**src/rtl/mult4_hex_display_pkg.sv**
```systemverilog
// Shared widths, segment bit indices and the hex-to-seven-segment table.
package mult4_hex_display_pkg;

  localparam int unsigned FACTOR_W = 4;
  localparam int unsigned PROD_W   = 8;
  localparam int unsigned NIBBLE_W = 4;
  localparam int unsigned SEG_W    = 7;

  // Segment bit positions inside a pattern
  localparam int unsigned SEG_A = 0;
  localparam int unsigned SEG_B = 1;
  localparam int unsigned SEG_C = 2;
  localparam int unsigned SEG_D = 3;
  localparam int unsigned SEG_E = 4;
  localparam int unsigned SEG_F = 5;
  localparam int unsigned SEG_G = 6;

  // Active-high patterns, index = hex digit (leftmost entry is digit F)
  localparam logic [15:0][SEG_W-1:0] HEX_SEG_TABLE = {
    7'h71, 7'h79, 7'h5E, 7'h39, 7'h7C, 7'h77, 7'h6F, 7'h7F,
    7'h07, 7'h7D, 7'h6D, 7'h66, 7'h4F, 7'h5B, 7'h06, 7'h3F
  };

  // Pattern for one digit with optional inversion for common-anode parts
  function automatic logic [SEG_W-1:0] hex_to_seg(input logic [NIBBLE_W-1:0] nibble,
                                                   input logic active_low);
    logic [SEG_W-1:0] seg;
    seg = HEX_SEG_TABLE[nibble];
    if (active_low) seg = ~seg;
    return seg;
  endfunction

endpackage

```
**src/rtl/mult4_hex_display_if.sv**
```systemverilog
// Operand load and product/segment result bundle.
interface mult4_hex_display_if;
  import mult4_hex_display_pkg::*;

  logic [FACTOR_W-1:0] i_factor_a;
  logic [FACTOR_W-1:0] i_factor_b;
  logic                i_valid;
  logic [PROD_W-1:0]   o_mult;
  logic [SEG_W-1:0]    o_seg_hi;
  logic [SEG_W-1:0]    o_seg_lo;
  logic                o_valid;

  modport master (
    output i_factor_a, i_factor_b, i_valid,
    input  o_mult, o_seg_hi, o_seg_lo, o_valid
  );

  modport slave (
    input  i_factor_a, i_factor_b, i_valid,
    output o_mult, o_seg_hi, o_seg_lo, o_valid
  );
endinterface

```
**src/rtl/mult4_hex_display_hex_seg7_decoder.sv**
```systemverilog
// Combinational 4-bit hex digit to 7-segment pattern (bit0=a .. bit6=g).
module hex_seg7_decoder
  import mult4_hex_display_pkg::*;
#(
  parameter bit SEG_ACTIVE_LOW = 1'b0
) (
  input  logic [NIBBLE_W-1:0] i_nibble,
  output logic [SEG_W-1:0]    o_seg_c
);

  // Table lookup covers all 16 codes, inversion applied for common-anode
  always_comb begin
    o_seg_c = hex_to_seg(i_nibble, SEG_ACTIVE_LOW);
  end

endmodule

```
**src/rtl/mult4_hex_display.sv**
```systemverilog
// Registered 4x4 unsigned multiplier with two hex seven-segment digit outputs.
module mult4_hex_display
  import mult4_hex_display_pkg::*;
#(
  parameter bit SEG_ACTIVE_LOW = 1'b0
) (
  input  logic                  clk,
  input  logic                  reset,
  mult4_hex_display_if.slave    bus
);

  localparam logic [SEG_W-1:0] SEG_RST = hex_to_seg(NIBBLE_W'(0), SEG_ACTIVE_LOW);

  logic [PROD_W-1:0] mult_d,   mult_q;
  logic [SEG_W-1:0]  seg_hi_d, seg_hi_q;
  logic [SEG_W-1:0]  seg_lo_d, seg_lo_q;
  logic              valid_d,  valid_q;

  // Next product: load on strobe, otherwise hold; valid pulses once per load
  always_comb begin
    mult_d  = mult_q;
    valid_d = 1'b0;
    if (bus.i_valid) begin
      mult_d  = PROD_W'(bus.i_factor_a) * PROD_W'(bus.i_factor_b);
      valid_d = 1'b1;
    end
  end

  // Decode the next product so segments update in the same cycle as o_mult
  hex_seg7_decoder #(.SEG_ACTIVE_LOW(SEG_ACTIVE_LOW)) u_dec_hi (
    .i_nibble (mult_d[PROD_W-1:NIBBLE_W]),
    .o_seg_c  (seg_hi_d)
  );

  hex_seg7_decoder #(.SEG_ACTIVE_LOW(SEG_ACTIVE_LOW)) u_dec_lo (
    .i_nibble (mult_d[NIBBLE_W-1:0]),
    .o_seg_c  (seg_lo_d)
  );

  // Output registers with asynchronous reset to a displayed zero
  always_ff @(posedge clk or posedge reset) begin
    if (reset) begin
      mult_q   <= '0;
      seg_hi_q <= SEG_RST;
      seg_lo_q <= SEG_RST;
      valid_q  <= 1'b0;
    end else begin
      mult_q   <= mult_d;
      seg_hi_q <= seg_hi_d;
      seg_lo_q <= seg_lo_d;
      valid_q  <= valid_d;
    end
  end

  assign bus.o_mult   = mult_q;
  assign bus.o_seg_hi = seg_hi_q;
  assign bus.o_seg_lo = seg_lo_q;
  assign bus.o_valid  = valid_q;

endmodule

```
**src/flat_wrapper.sv**
```systemverilog
// flat-port wrapper written by rule: the top's interface ports become plain ports
module mult4_hex_display_flat import mult4_hex_display_pkg::*;
#(
  parameter bit SEG_ACTIVE_LOW = 1'b0
)
  (clk, reset, bus_i_factor_a, bus_i_factor_b, bus_i_valid, bus_o_mult, bus_o_seg_hi, bus_o_seg_lo, bus_o_valid);
  mult4_hex_display_if bus_i ();
  input  logic clk;
  input  logic reset;
  input wire logic [$bits(bus_i.i_factor_a)-1:0] bus_i_factor_a;
  input wire logic [$bits(bus_i.i_factor_b)-1:0] bus_i_factor_b;
  input wire logic [$bits(bus_i.i_valid)-1:0] bus_i_valid;
  output wire logic [$bits(bus_i.o_mult)-1:0] bus_o_mult;
  output wire logic [$bits(bus_i.o_seg_hi)-1:0] bus_o_seg_hi;
  output wire logic [$bits(bus_i.o_seg_lo)-1:0] bus_o_seg_lo;
  output wire logic [$bits(bus_i.o_valid)-1:0] bus_o_valid;
  assign bus_i.i_factor_a = bus_i_factor_a;
  assign bus_i.i_factor_b = bus_i_factor_b;
  assign bus_i.i_valid = bus_i_valid;
  assign bus_o_mult = bus_i.o_mult;
  assign bus_o_seg_hi = bus_i.o_seg_hi;
  assign bus_o_seg_lo = bus_i.o_seg_lo;
  assign bus_o_valid = bus_i.o_valid;
  mult4_hex_display #(.SEG_ACTIVE_LOW(SEG_ACTIVE_LOW)) u_core (.clk(clk), .reset(reset), .bus(bus_i));
endmodule
```
**config.mk**
```make
export PLATFORM = sky130hd
export DESIGN_NAME = mult4_hex_display_flat
export DESIGN_NICKNAME = d
export VERILOG_FILES = /design/src/rtl/mult4_hex_display_pkg.sv /design/src/rtl/mult4_hex_display_if.sv /design/src/rtl/mult4_hex_display_hex_seg7_decoder.sv /design/src/rtl/mult4_hex_display.sv /design/src/flat_wrapper.sv
export SDC_FILE = /design/constraint.sdc
export NUM_CORES = 1
export LEC_CHECK = 0
export BUFFER_PORTS_ARGS = -buffer_cell sky130_fd_sc_hd__buf_4
export CORE_ASPECT_RATIO = 0.75
export CORE_UTILIZATION = 45
export CTS_CLUSTER_SIZE = 16
export DETAILED_ROUTE_END_ITERATION = 16
export PLACE_DENSITY = 0.77
export SKIP_LAST_GASP = 1
export SLEW_MARGIN = 10
export SYNTH_ARGS = -nofsm -noshare
export SYNTH_HDL_FRONTEND = slang
export SYNTH_SLANG_ARGS = --single-unit
```
**constraint.sdc**
```tcl
create_clock -name clk -period 1.9 [get_ports clk]
set_input_delay 0.095 -clock clk [delete_from_list [all_inputs] [get_ports clk]]
set_output_delay 0.095 -clock clk [all_outputs]
set_load 0.01 [all_outputs]
```
==> results.ini, run 1 <==
[outcome]
outcome=finished, violations left
violations=hold timing, setup timing

[synthesis]
yosys.area_share.simple=0.1748
async_reset_ff_frac=1.000
synth.area.top_cells=ha_1 (19%), dfstp_2 (18%), dfrtp_1 (16%)
synthMuxAreaShare=0.06547
synth-seq-area-share=0.3396
synth_top_area_cell=ha_1
synth_cell_type_count=43
synth_ff_type=dfstp_2
synth.top_cell.area_share=0.1871
ys_warn_count=0
avgSynthCellArea_um2=10.29
synth_fa_ha_area_frac=0.2331
synth_top_family_by_area=adder cells
synth_xor_area_frac=0.01007
synth-edff-count=0
synth_seq_cells=23
postSynthCellCount=169
synth_area_mm2=0.001739
synth_compound_area_frac=0.1237
postSynthNetCount=210

[global_routing]
grt_max_degree=24
grt_pass1_vias=1634
antenna_found_initial=0
grtUsageTotal=0.2479
grt_overflow=0
grt_pass1_wl_mm=7.624

[critical_path]
endpoint_kind=flop
worstRegToRegCells=6
critPathTopFamily=adder cells
crit_cells=14
critPathMaxFanout=3
crit_path_cell_trace=buf_8 -> nand2_4 -> fa_1 -> inv_2 -> fa_2 -> inv_2 -> fa_2 -> xnor2_2 -> mux2i_4 -> inv_2 -> ha_4 -> inv_2 -> mux2i_1 -> mux2_4
critical_path_buf_inv_count=5
worstSetupPathType=in -> reg
critPathMaxStageDelay_ns=0.57
critPathSlowestCell=fa_2
crit_path_start_kind=input port
critPathRequiredTime_ns=2.12
crit_top_cell=inv_2
cp_data_arrival_time_ns=2.93

[clock_tree]
clockBufferDepth=2
insertion_delay_ns=0.27
path_clk_slew_ns=0.08
cts_max_level=1
cts.sinks=23
ctsHoldBuffers=0
cts_tree=yes
cts_buffers=3
clock-root-buffer=clkbuf_8

[timing]
slew_headroom=0.4420
setup_viol=19
timing.final.crit_share=1.427
maxSlewViolCount=0
rsz0062_at_grt=true
fin_skew_ns=0.001803
fin_crit_ns=2.712
finalWorstSetupSlack_ns=-0.8122
worst_pin_slew_ns=0.8361
hold_violations=5
hold_ws_ns=-0.003853
max_freq_mhz=368.7

[placed_design]
place.detailed.instances=284
portBuffers=33
post-place-ws_ns=-1.100
dp_hpwl_mm=3.175
gp_congestion=0.8821

[layout]
layoutNonFillerInstCount=303
drive_gt1_frac=0.6255
diodes=0
area_growth_pct=63.60
seq_area_um2=590.6
nets=293
num-fill-cells=206
final_util=0.7722
multi_input_area_mm2=0.001378

[floorplanning]
boundaryPins=34
start_util=0.4720
dieArea_mm2=0.004120
die_h_um=55.84
fp.dieW_um=73.79
rows=19
core_mm2=0.003685

[power]
vdd_drop_max_mv=0.7797
p_leak_uw=0.001314
finalPower_uw=2851
power_density_mw_per_mm2=1002

[flow_run]
maxCapViolations=0

[route]
viasPerCell=5.257
ant_nets=0
drt_first_pass_iters=4
drc=0
wire_per_inst_um=17.48
drtIter0Drc=77
via_count=1593
wl_mm=5.296

[min_path]
hold_path_class=in -> async

-- state kept, by name (all words and copies together), names as in the netlist, named ones only --
register and cells:
u_core.bus.o_mult 7, u_core.bus.o_seg_hi 7, u_core.bus.o_seg_lo 7, u_core.bus.o_valid 1
-- worst paths after layout --
| kind | from | end | slack [ns] |
|---|---|---|---|
| worst max-delay path | bus_i_factor_b[3] | u_core.bus.o_seg_hi[3] | -0.81 |
| worst min-delay path | reset | u_core.bus.o_mult[4] | -0.004 |
| worst max register to register | u_core.bus.o_mult[6] | u_core.bus.o_seg_hi[3] | 0.20 |
| worst min register to register | u_core.bus.o_mult[1] | u_core.bus.o_mult[1] | 0.64 |
| max in group asynchronous | reset | u_core.bus.o_mult[3] | 1.39 |
| min in group clk | bus_i_valid | u_core.bus.o_valid | 0.10 |
-- synthesized netlist by cell type, types with 2 or more instances --
master	n
a211oi_1	2
a21oi_1	5
a22oi_1	4
a2bb2oi_1	2
a31oi_1	4
and2_1	12
buf_2	2
buf_4	2
clkinv_1	2
dfrtp_1	11
dfstp_2	12
fa_1	4
ha_1	26
inv_1	15
mux2i_1	8
nand2_1	9
nand2b_1	2
nand3_1	2
nand3b_1	4
nor2_1	8
nor2b_1	3
nor3_1	4
o21ai_0	3
or2_2	2
or3_1	2
xnor2_1	2
-- power breakdown --
part | leakage [uW] | internal, uW | switching [uW]
logic | 0.00103 | 951 | 829
registers | 0.000258 | 706 | 63.0
clock network | 0.0000228 | 150 | 152
-- worst register-to-register path, cell delays in order (launching register included) --
cell,delay [ns]
dfrtp_1,0.39
nor2b_1,0.14
a311oi_1,0.31
and3_4,0.26
buf_6,0.14
mux2i_1,0.23
mux2_4,0.18
-- repair_timing --
item / in CTS / in global routing
buffers inserted: 7 / 10
pin swaps: 20 / 15
endpoints found under the setup margin: 19 / 19
resized for setup: 44 / 19
-- cell usage in the layout, fill, tap and decap left out, types with 4 or more instances in the layout --
| cell | synthesis | final |
|---|---|---|
| buf_4 | 2 | 63 |
| buf_6 | 0 | 17 |
| ha_1 | 26 | 16 |
| and2_1 | 12 | 12 |
| dfstp_2 | 12 | 12 |
| dfrtp_1 | 11 | 11 |
| inv_1 | 15 | 8 |
| inv_2 | 1 | 8 |
| ha_4 | 0 | 7 |
| mux2i_1 | 8 | 6 |
| nand2_1 | 9 | 5 |
| nor2_1 | 8 | 5 |
| a31oi_1 | 4 | 4 |
| nand3b_1 | 4 | 4 |
-- kinds of logic after synthesis --
| logic type | Yosys count |
|---|---|
| DFF | 23 |
| AOI/OAI and AO/OA | 29 |
| and+or+nand+nor | 53 |
| muxes | 10 |
| buffers and inverters | 22 |
| adders and majority gates | 30 |
| xor gates and xnor gates | 2 |
-- area by class of cell --
class | instances | area share
clock buffer | 4 | 0.01583
inverter | 18 | 0.02551
multi-input combinational | 124 | 0.4842
sequential | 23 | 0.2076
tap | 52 | 0.02287
timing repair buffer | 82 | 0.2441
-- per-layer routing --
layer  wire [um]  global-route usage  vias up
met5           0                   0        -
met3         163             0.04891       17
met1        2039              0.2678      783
met2        2951              0.4731       43
met4         141             0.07967        0
li1            -                   -      750
-- metrics by stage --
stage,TNS [ns],area (um^2)
final,-10.18,2845
after global placement,-14.57,2396
after global routing,-10.89,2845
after detailed placement,-15.63,2396
after CTS,-9.249,2665
after floorplan,-9.878,1867
(Power assumes the default switching activity.)
==> inputs of run 2 (changes only) <==
--- a/config.mk
+++ b/config.mk
@@ -10,7 +10,7 @@
 export CORE_UTILIZATION = 45
 export CTS_CLUSTER_SIZE = 16
 export DETAILED_ROUTE_END_ITERATION = 16
-export PLACE_DENSITY = 0.77
+export PLACE_DENSITY = 0.65
 export SKIP_LAST_GASP = 1
 export SLEW_MARGIN = 10
 export SYNTH_ARGS = -nofsm -noshare
==> run 2 against run 1 <==
The run ends with setup timing left; global-route usage is 4.2 points lower; count of clock-buffer cells in the layout stayed put; register-to-register slack worse by 0.03 ns; design area is 6.9% lower; clock skew hardly changed; wire length is 26% lower; final cell count is 4.6% lower; worst setup slack better by 0.10 ns; sequential share of layout area is 1.5 points higher; highest routed layer unchanged.
==> results.ini, run 2 (same netlist as run 1, synthesis figures left out) <==
[global_routing]
antenna_found_initial=0
grt_pass1_wl_mm=6.589
grtUsageTotal=0.2057
grt_max_degree=24
grt_overflow=0
grt_pass1_vias=1533

[timing]
hold_ws_ns=0.009825
fin_skew_ns=0.002037
timing.final.crit_share=1.373
slew_headroom=0.4229
finalWorstSetupSlack_ns=-0.7089
maxSlewViolCount=0
hold_violations=0
max_freq_mhz=383.3
worst_pin_slew_ns=0.8647
fin_crit_ns=2.609
rsz0062_at_grt=true
setup_viol=19

[critical_path]
worstSetupPathType=in -> reg
critPathMaxFanout=4
critPathMaxStageDelay_ns=0.53
cp_data_arrival_time_ns=2.82
endpoint_kind=flop
critPathRequiredTime_ns=2.11
crit_path_cell_trace=buf_8 -> nand2_8 -> fa_1 -> inv_1 -> fa_1 -> inv_1 -> fa_2 -> xnor2_2 -> mux2i_4 -> inv_2 -> buf_12 -> ha_4 -> mux2i_1 -> mux2_4
critPathSlowestCell=fa_1
crit_path_start_kind=input port

[route]
via_count=1451
ant_nets=0
drt_first_pass_iters=4
drtIter0Drc=27
wl_mm=3.914
drc=0
wire_per_inst_um=13.54
viasPerCell=5.021

[power]
vdd_drop_max_mv=0.6390
power_density_mw_per_mm2=980.3
p_leak_uw=0.001238
finalPower_uw=2595

[outcome]
violations=setup timing
outcome=finished, violations left

[clock_tree]
cts_buffers=3
clockBufferDepth=2
ctsHoldBuffers=0
cts_tree=yes
clock-root-buffer=clkbuf_8
cts.sinks=23
insertion_delay_ns=0.26
path_clk_slew_ns=0.08
cts_max_level=1

[layout]
layoutNonFillerInstCount=289
area_growth_pct=52.23
final_util=0.7185
diodes=0
drive_gt1_frac=0.5527
nets=279
final_cell_mix=buf_4 (54), ha_1 (20), and2_1 (12), dfstp_2 (12)
layout_commonest_cell=buf_4

[floorplanning]
die_h_um=55.84
start_util=0.4720
fp.dieW_um=73.79
core_mm2=0.003685
rows=19
dieArea_mm2=0.004120
boundaryPins=34

[placed_design]
gp_congestion=0.9212
portBuffers=33
place.detailed.instances=280
dp_hpwl_mm=3.024

[flow_run]
maxCapViolations=0

[min_path]
hold_path_class=in -> async

## run 2: per-layer routing
metal  up-vias  track usage  part of all wire
met1       707       0.2503              0.45
li1        725            -                 -
met5         -            0                 0
met4         0      0.03571            0.0041
met2        17       0.3761              0.53
met3         2      0.03986             0.021
## run 2: final timing paths
| path | start | end | slack [ns] | cells past startpoint |
|---|---|---|---|---|
| setup / recovery | bus_i_factor_b[1] | u_core.bus.o_seg_hi[3] | -0.71 | 14 |
| hold / removal | reset | u_core.bus.o_seg_lo[6] | 0.01 | 2 |
| setup reg to reg | u_core.bus.o_mult[5] | u_core.bus.o_seg_hi[3] | 0.17 | 8 |
| hold reg to reg | u_core.bus.o_mult[1] | u_core.bus.o_mult[1] | 0.64 | 2 |
| max in group asynchronous | reset | u_core.bus.o_mult[6] | 1.36 | 2 |
| min in group clk | bus_i_valid | u_core.bus.o_valid | 0.04 | 1 |
## run 2: critical path, delay by kind of cell
family        cells  cell delay (ns)
buf+inv           5             0.42
simple gates      1             0.05
fa+ha+maj         4             1.59
mux               3             0.48
xor+xnor          1             0.17
## run 2: final cells by class
| class | instances | area, um^2 |
|---|---|---|
| Clock buffer | 4 | 45.04 |
| Fill cell | 274 | 1037 |
| Inverter | 18 | 75.07 |
| Multi-Input combinational cell | 124 | 1292 |
| Sequential cell | 23 | 590.6 |
| Tap cell | 52 | 65.06 |
| Timing Repair Buffer | 68 | 579.3 |
## run 2: through the flow
| step | instance area (um^2) | setup WS [ns] | setup TNS (ns) |
|---|---|---|---|
| floorplan | 1867 | -0.8410 | -9.878 |
| global route | 2648 | -0.7841 | -9.716 |
| global placement | 2379 | -1.004 | -14.50 |
| detailed placement | 2379 | -1.038 | -14.95 |
| finish | 2648 | -0.7089 | -8.197 |
| CTS | 2561 | -0.6863 | -9.042 |
## run 2: timing repair
item | in CTS | in global routing
resized for setup | 25 | 17
pin swaps | 7 | 4
setup buffers | 5 | 0
hold endpoints to repair | 0 | 0
endpoints found under the setup margin | 19 | 19
## run 2: power breakdown
group	switching [uW]	leakage [uW]	internal (uW)
Clock	151	0.0000228	149
Combinational	700	0.000957	834
Sequential	56.3	0.000258	705
==> inputs of run 3 (changes only) <==
--- a/config.mk
+++ b/config.mk
@@ -11,6 +11,7 @@
 export CTS_CLUSTER_SIZE = 16
 export DETAILED_ROUTE_END_ITERATION = 16
 export PLACE_DENSITY = 0.65
+export SETUP_SLACK_MARGIN = 0.3
 export SKIP_LAST_GASP = 1
 export SLEW_MARGIN = 10
 export SYNTH_ARGS = -nofsm -noshare
==> run 3 against run 2 <==
The run still ends with setup timing left; final cell count up 0.35%; combinational power increased by 5%; core utilization is 1.8 points higher; global-route usage increased by 1.0 points; non-clock buffer count increased by 1; worst setup slack worse by 0.059 ns; via count grew 1.7%; critical path depth shrank 1; critical path type unchanged; critical endpoint unchanged.
==> results.ini, run 3 (same netlist as run 1, synthesis figures left out) <==
[placed_design]
gp_congestion=0.9095
post-place-ws_ns=-1.027
portBuffers=33
dp_hpwl_mm=3.048

[layout]
seq_area_um2=590.6
drive_gt1_frac=0.5798
nets=280
num-fill-cells=256
diodes=0
area_growth_pct=55.97
layout_commonest_cell=buf_4
multi_input_area_mm2=0.001325
final_cell_mix=buf_4 (53), ha_1 (20), and2_1 (12), dfstp_2 (12)
final_util=0.7362

[timing]
hold_violations=0
hold_ws_ns=0.004937
slew_headroom=0.4401
setup_viol=19
max_freq_mhz=374.8
timing.final.crit_share=1.404
worst_pin_slew_ns=0.8390
rsz0062_at_grt=true
maxSlewViolCount=0
finalWorstSetupSlack_ns=-0.7679
fin_skew_ns=0.001317
fin_crit_ns=2.668

[outcome]
outcome=finished, violations left
violations=setup timing

[global_routing]
grt_use_met3=0.03986
grt_overflow=0
grtUsageTotal=0.2159
grt.busiest_layer=met2
grt.met2_usage=0.3630
grt_max_degree=24
grt_pass1_wl_mm=6.879
grtUsageMet1=0.2940
antenna_found_initial=0
grt_pass1_vias=1530

[flow_run]
maxCapViolations=0

[clock_tree]
clockBufferDepth=2
clock-root-buffer=clkbuf_8
ctsHoldBuffers=0
cts_buffers=3
cts_max_level=1
insertion_delay_ns=0.26
path_clk_slew_ns=0.08
cts_tree=yes
cts.sinks=23

[power]
vdd_drop_max_mv=0.7804
p_leak_uw=0.001269
power_density_mw_per_mm2=980.1

[route]
drt_first_pass_iters=4
via_count=1476
viasPerCell=5.090
drtIter0Drc=51
wire_per_inst_um=14.23
ant_nets=0
drc=0
wl_mm=4.126

[critical_path]
crit_path_start_kind=input port
crit_start=bus_i_factor_b[3]
critPathRequiredTime_ns=2.09
endpoint_kind=flop
r2r_start=u_core.bus.o_mult[0]
cp_data_arrival_time_ns=2.86
worstSetupPathType=in -> reg
critPathMaxFanout=4

[floorplanning]
dieArea_mm2=0.004120
fp.dieW_um=73.79
die_h_um=55.84
start_util=0.4720
core_mm2=0.003685
boundaryPins=34
rows=19

[min_path]
hold_path_class=in -> async

[run 3: changes by cell type in the layout (fill, tap and decap cells not counted), moves of 2 or more]
| cell | delta |
|---|---|
| a22oi_1 | +2 |
| a22oi_2 | -2 |
| inv_1 | -2 |
| inv_2 | +2 |
| nand2_4 | +2 |
| nor3_2 | +2 |
[run 3: power by group]
| group | internal, uW | switching, uW |
|---|---|---|
| clock | 149 | 148 |
| sequential | 705 | 58.4 |
| combinational | 857 | 741 |
| total | 1710 | 947 |
[run 3: worst paths after layout]
kind                                          end  slack, ns  depth (start not counted)
hold / removal               u_core.bus.o_mult[3]      0.005                          2
setup reg to reg           u_core.bus.o_seg_lo[0]       0.24                          6
max in group asynchronous  u_core.bus.o_seg_hi[6]       1.38                          2
hold reg to reg              u_core.bus.o_mult[1]       0.63                          2
min in group clk               u_core.bus.o_valid       0.05                          1
setup / recovery           u_core.bus.o_seg_hi[3]      -0.77                         13
[run 3: area by class of cell]
type,instances,area share
clock buffer,4,0.01661
inverter,18,0.02952
multi-input combinational,124,0.4885
sequential,23,0.2177
tap,52,0.02399
timing repair buffer,69,0.2237
[run 3: worst max-delay path, cell delays in order]
cell and delay (ns):
buf_8 0.08, nand2_4 0.05, fa_1 0.55, inv_2 0.05, fa_2 0.55, ha_1 0.27
a21oi_2 0.17, mux2i_2 0.10, or2_2 0.34, inv_4 0.10, ha_4 0.16, mux2i_1 0.08
mux2_4 0.26
[run 3: through the flow]
stage          TNS [ns]  cell area (um^2)  total power (uW)  instances
4_1_cts          -8.982              2576              2529        288
3_5_place_dp     -14.98              2420              2123        282
2_1_floorplan    -9.878              1881              1544        169
5_1_grt          -10.76              2713              2827        290
3_3_place_gp     -14.59              2420              2097        282
6_report         -9.521              2713              2659        290
[run 3: repair_timing]
item                                    CTS  global route
hold endpoints to repair                  0             0
endpoints found under the setup margin   20            20
gates resized for setup                  26            26
pin swaps                                 8            10
setup buffers                             2             2
[run 3: metal layers]
layer	wire [um]	vias up
li1	-	731
met1	1835	714
met2	2162	27
met3	106	4
met4	22	0
met5	0	-
